===== config.mk =====
export PLATFORM = sky130hd
export DESIGN_NAME = pc_sequencer
export DESIGN_NICKNAME = d
export VERILOG_FILES = /design/src/rtl/pc_sequencer.sv
export SDC_FILE = /design/constraint.sdc
export NUM_CORES = 1
export LEC_CHECK = 0
export CORE_AREA = 2 2 39 41
export DETAILED_ROUTE_END_ITERATION = 10
export DIE_AREA = 0 0 41 43
export PLACE_DENSITY = 0.7
export RECOVER_POWER = 50
export SYNTH_ARGS = -nofsm -noshare
export SYNTH_HDL_FRONTEND = slang
export SYNTH_SLANG_ARGS = --single-unit

===== constraint.sdc =====
create_clock -name CLK -period 2 [get_ports CLK]
set_input_delay 0.4 -clock CLK [delete_from_list [all_inputs] [get_ports CLK]]
set_output_delay 0.4 -clock CLK [all_outputs]
set_load 0.03 [all_outputs]

===== src/rtl/pc_sequencer.sv =====
// pc_sequencer: program counter with branch resolution, a one-cycle flush after taken branches and a terminal halt.
// Define PC_STACK_EN to build the DEPTH-entry return-address stack for CALL/RET.
module pc_sequencer #(
    parameter int AW    = 4,
    parameter int DEPTH = 4
) (
    input  logic          CLK,
    input  logic          RST,
    input  logic          EN,
    input  logic [3:0]    OP,
    input  logic [AW-1:0] IM,
    input  logic          C,
    input  logic          Z,
    output logic [AW-1:0] PC,
    output logic          VALID,
    output logic          TAKEN,
    output logic          HALTED,
    output logic          ERR
);
    typedef enum logic [1:0] {RUN, FLUSH, HALT} state_t;
    state_t state, state_n;
    logic [AW-1:0] pc_n, pc_inc, stack_pc;
    logic taken_n, jump, stack_jump, run_go;
    assign pc_inc = PC + 1'b1;
    assign run_go = state == RUN && EN;
    assign VALID  = state == RUN;
    assign HALTED = state == HALT;
    assign jump = OP == 4'b0001 || (OP == 4'b0010 && !C) || (OP == 4'b0011 && C) ||
                  (OP == 4'b0100 && Z) || (OP == 4'b0101 && !Z);
`ifdef PC_STACK_EN
    localparam int SW = $clog2(DEPTH + 1);
    localparam int IW = DEPTH > 1 ? $clog2(DEPTH) : 1;
    localparam logic [SW-1:0] FULL = SW'(DEPTH);
    logic [AW-1:0] stk [DEPTH];
    logic [SW-1:0] sp, sp_m1;
    logic call, ret, push, pop;
    assign sp_m1 = sp - 1'b1;
    assign call = run_go && OP == 4'b1000;
    assign ret  = run_go && OP == 4'b1001;
    assign push = call && sp != FULL;
    assign pop  = ret && sp != '0;
    assign stack_jump = call || pop;
    assign stack_pc   = pop ? stk[sp_m1[IW-1:0]] : IM;
    always_ff @(posedge CLK or posedge RST) begin
        if (RST) begin
            sp  <= '0;
            ERR <= 1'b0;
        end else begin
            ERR <= ERR | (call && !push) | (ret && !pop);
            sp  <= push ? sp + 1'b1 : pop ? sp_m1 : sp;
        end
    end
    // Storage needs no reset: entries are only read below the stack pointer.
    always_ff @(posedge CLK) begin
        if (push) stk[sp[IW-1:0]] <= pc_inc;
    end
`else
    assign stack_jump = 1'b0;
    assign stack_pc   = IM;
    assign ERR        = 1'b0;
`endif
    always_comb begin
        state_n = state;
        pc_n    = PC;
        taken_n = 1'b0;
        if (state == FLUSH) state_n = RUN;
        else if (run_go) begin
            if (OP == 4'b0110) state_n = HALT;
            else if (jump || stack_jump) begin
                pc_n    = stack_jump ? stack_pc : IM;
                state_n = FLUSH;
                taken_n = 1'b1;
            end else pc_n = pc_inc;
        end
    end
    always_ff @(posedge CLK or posedge RST) begin
        if (RST) begin
            state <= RUN;
            PC    <= '0;
            TAKEN <= 1'b0;
        end else begin
            state <= state_n;
            PC    <= pc_n;
            TAKEN <= taken_n;
        end
    end
endmodule


-- After elaboration in Yosys (flattened, before gate mapping)
Cells that the tools add are included.
- bitwise logic cells: 2
- reduce and logical (&&, ||, !) cells: 16
- equal/unequal tests: 8
- $add $sub $neg: 1
- muxes and demuxes: 9
- operators by type and width (kind ; number):
    4-bit by 3-bit equality test with 1-bit output (second input constant) ; 3
    4-bit by 2-bit equality test with 1-bit output (second input constant) ; 2
    2-bit 2-to-1 mux ; 4
    1-bit logical AND ; 5
    4-bit by 1-bit adder with 4-bit output (second input constant) ; 1
    4-bit by 1-bit equality test with 1-bit output (second input constant) ; 1
    1-bit logical OR ; 4
    1-bit 2-to-1 mux ; 4
    4-bit 2-to-1 mux ; 1
    3-bit AND reduction ; 1
    3-bit nonzero test ; 1
    2-bit by 1-bit equality test with 1-bit output (second input constant) ; 1
    2-bit equality test (second input constant) ; 1
    1-bit logical NOT ; 2
    2-bit logical NOT ; 1
    1-bit inverter ; 2
    2-bit AND reduction ; 1
    2-bit nonzero test ; 1
- input bits: 13
- output and inout port bits: 8
- logic and storage cells: 39
- register bits: 7

-- Longest topological paths before layout
- depth in word-level cells: 10
- depth in mapped cells: 5
- depth with buffers taken out: 4

-- Worst setup path after synthesis
No wires, ideal clock.
- path kind: reg2reg
- start: register state[1]
- end: register PC[0]
- data required time: 1.855 ns
- arrival time: 1.309 ns
- buffers on the path: 1
- period minus slack after synthesis: 1.453 ns
- library setup time: 0.145 ns
- path slack: 0.547 ns
- cell stages (with the launch flop): 6
- cells stage by stage: dfrtp_1 -> or3b_4 -> or2_1 -> buf_6 -> nand2_2 -> o311ai_4
- cells in the longest elaborated chain, start to end: 3
- elaborated cells on any way between the ends: 5
- classes of those cells: eq/ne: 1; bitwise: 1; reduce/logical: 3
- RTL lines (item ; line ; source):
    start, declared ; 21 ; state_t state, state_n;
    start signal, assigned ; 82 ; state <= state_n;
    2-bit by 1-bit equality test with 1-bit output or 2-bit logical NOT (tied branches) ; 66, 25 ;
    1-bit inverter (no line) or 1-bit logical AND (tied branches) ; n/a ;
    3-bit AND reduction (no line) * ; n/a ;
    end signal, assigned ; 83 ; PC <= pc_n;
    end, declared ; 14 ; output logic [AW-1:0] PC,
Mark *: on every way between the ends. The rest lies on a longest branch, timed or not.
A chain may end at the register's enable or synchronous reset.

-- Final worst setup path
- start: register PC[0]
- end: output PC[0]
No word-level cell between the ends.

==> reports/qor.yml <==
status: "complete, no violations"
slowest_delay_ns: 0.72
critPathCapture: "PC[0]"
cp.depth: 1
grt_max_degree: 8
async_flop_share: 1.00
cp-end-kind: "output port"
drc_errors: 0
drt_iter0_markers: 12
grt.total_usage: 0.143
drv_cap: 0
min_path_type: "primary input to async pin"
rsz0062_at_grt: "no"
cp_top_family: "buffers and inverters"
portBuffers: 19
reg2regPathDepth: 4
postSynthCellCount: 51
irDropWorstVdd_v: 0.000278
synth_edf_count: 0
use_met2: 0.200
crit_type: "register to output port"
die_height_um: 43
clk_path_buf_depth: 2
syn_area_per_cell_um2: 9.32
grt_use_met3: 0.0157
max_freq_ghz: 0.539
clock_latency_ns: 0.26
ys_seq_area_frac: 0.368
wirelength_um: 1040
firstDrtPassIters: 4
globalplace.congestion: 0.760
core_area_mm2: 0.00138
grt-busiest-layer: "met2"
vias: 484
die_x_um: 41
cts_tree: "built"
start_kind: "register"
synth_ff_type: "dfrtp_1"
critPathLaunch: "PC[0]"
netlist_area_um2: 475
synth.ff_latch_count: 7
fin_worst_skew_ns: 0.00582
start_util: 0.344
r2r-start: "state[1]"
setup_viol: 0
period_share: 0.927
synth_cell_types: 31
ctsHtreeMaxLevel: 1
wl_per_cell_um: 11.5
antenna_found_initial: 0
path_clk_slew_ns: 0.05
hpwl_um: 792
post_cts_resized: 0
grt_pass1_wl_um: 1670
grt_pass1_vias: 421
period_needed_ns: 1.85
ctsRootBufferMaster: "clkbuf_4"
die_area_mm2: 0.00176
power.density_mw_per_mm2: 1130
cp_max_fo: 5
area_growth_pct: 48.9
r2r_setup_slack_ns: 0.50
grt_overflow: 0
worstPathArrival_ns: 1.45
synth_nets: 65
p_leak_uw: 0.000290
p_total_uw: 798
nets: 89
fin_util: 0.512
crit_slowest_cell: "clkdlybuf4s50_1"
cts_hold_buf: 0
hold_viol: 0
antenna_left: 0
grtUsageMet1: 0.186
row_count: 14
cts_setup_buffers: 0
cts_buffers: 3
worst-path-buf-inv: 1
crit_chain: "clkdlybuf4s50_1"
antenna_cells: 0
numClockSinks: 7
fin_tns_setup_ns: 0
finalMaxSlewViolations: 0
ys_warn_count: 0
vias_per_cell: 5.38
reg2reg_to: "PC[0]"
io_pins: 21
drive_above_1_share: 0.122
cp.required_ns: 1.60
-- cell usage after synthesis, drive strengths merged (2+ instances only) --
master,instances,share of area
o21ai,2,0.021
inv,2,0.016
nor2b,2,0.026
nor2,3,0.024
dfrtp,7,0.37
o32ai,2,0.037
o311ai,2,0.074
o211ai,3,0.047
nand2,8,0.068
buf,2,0.039
nand2b,2,0.026
-- where the power goes --
part	internal, µW	total, µW	switching (µW)
sequential	189	250	61.4
clock	76.3	131	55.1
combinational	201	416	215
total	466	798	332
-- layer usage --
layer  part of all wire  wire length [µm]  vias up
met4              0.033                34        0
met1               0.43               445      219
met2               0.46               479       24
li1                   -                 -      237
met5                  0                 0        -
met3              0.075                78        4
-- worst register-to-register path: cells and delay by family, from the launching register on --
kind / cells / cell delay (ns)
AO/OA/AOI/OAI: 1 / 0.09
flip-flops: 1 / 0.40
AND/OR/NAND/NOR: 3 / 0.89
-- layout make-up --
cell class | count | area [µm²]
flip-flops and latches | 7 | 175
fillers | 139 | 676
well taps | 16 | 20.0
inverters | 2 | 7.51
repair buffers | 21 | 205
clock buffers | 4 | 26.3
multi-input cells | 40 | 274
-- flip-flops by register name (all words and copies together), names as in the netlist --
name   count
state      2
PC         4
TAKEN      1
-- cells by family (layout without fill, tap and decap cells) --
family / Yosys count / after routing / synth area share
simple gates: 25 / 25 / 0.305
compound gates: 13 / 13 / 0.237
flops: 7 / 7 / 0.368
buf+inv: 4 / 27 / 0.0553
fa+ha+maj: 1 / 1 / 0.0263
other cells: 1 / 1 / 0.00789
-- how the worst min path moves through the flow --
stage / start / end / slack (ns) / cells past startpoint
6_report: RST / PC[1] / 0.51 / 2
5_1_grt: RST / TAKEN / 0.55 / 2
4_1_cts: RST / PC[1] / 0.39 / 2
3_5_place_dp: state[1] / state[1] / 0.53 / 1
3_3_place_gp: state[1] / state[1] / 0.53 / 1
2_1_floorplan: RST / PC[0] / 0.20 / 1
-- through the flow --
stage,hold slack (ns),cell area (µm²),setup WS (ns),instances
after floorplan,0.203,475,0.547,51
after global placement,0.527,682,0.0633,86
after detailed placement,0.534,682,0.0506,86
after CTS,0.388,708,0.132,90
after global routing,0.548,708,0.0869,90
final,0.509,708,0.146,90
-- cells in the final DEF (no fill, tap or decap), drive strengths merged, types with 2 or more instances in the layout --
cell type | synthesis | routed
o32ai | 2 | 2
clkbuf | 0 | 4
nor2 | 3 | 3
nand2b | 2 | 2
dfrtp | 7 | 7
o211ai | 3 | 3
buf | 2 | 2
dlygate4sd3 | 0 | 3
inv | 2 | 2
nand2 | 8 | 8
clkdlybuf4s50 | 0 | 16
o311ai | 2 | 2
nor2b | 2 | 2
o21ai | 2 | 2
Power figures use the tool's default switching activity.
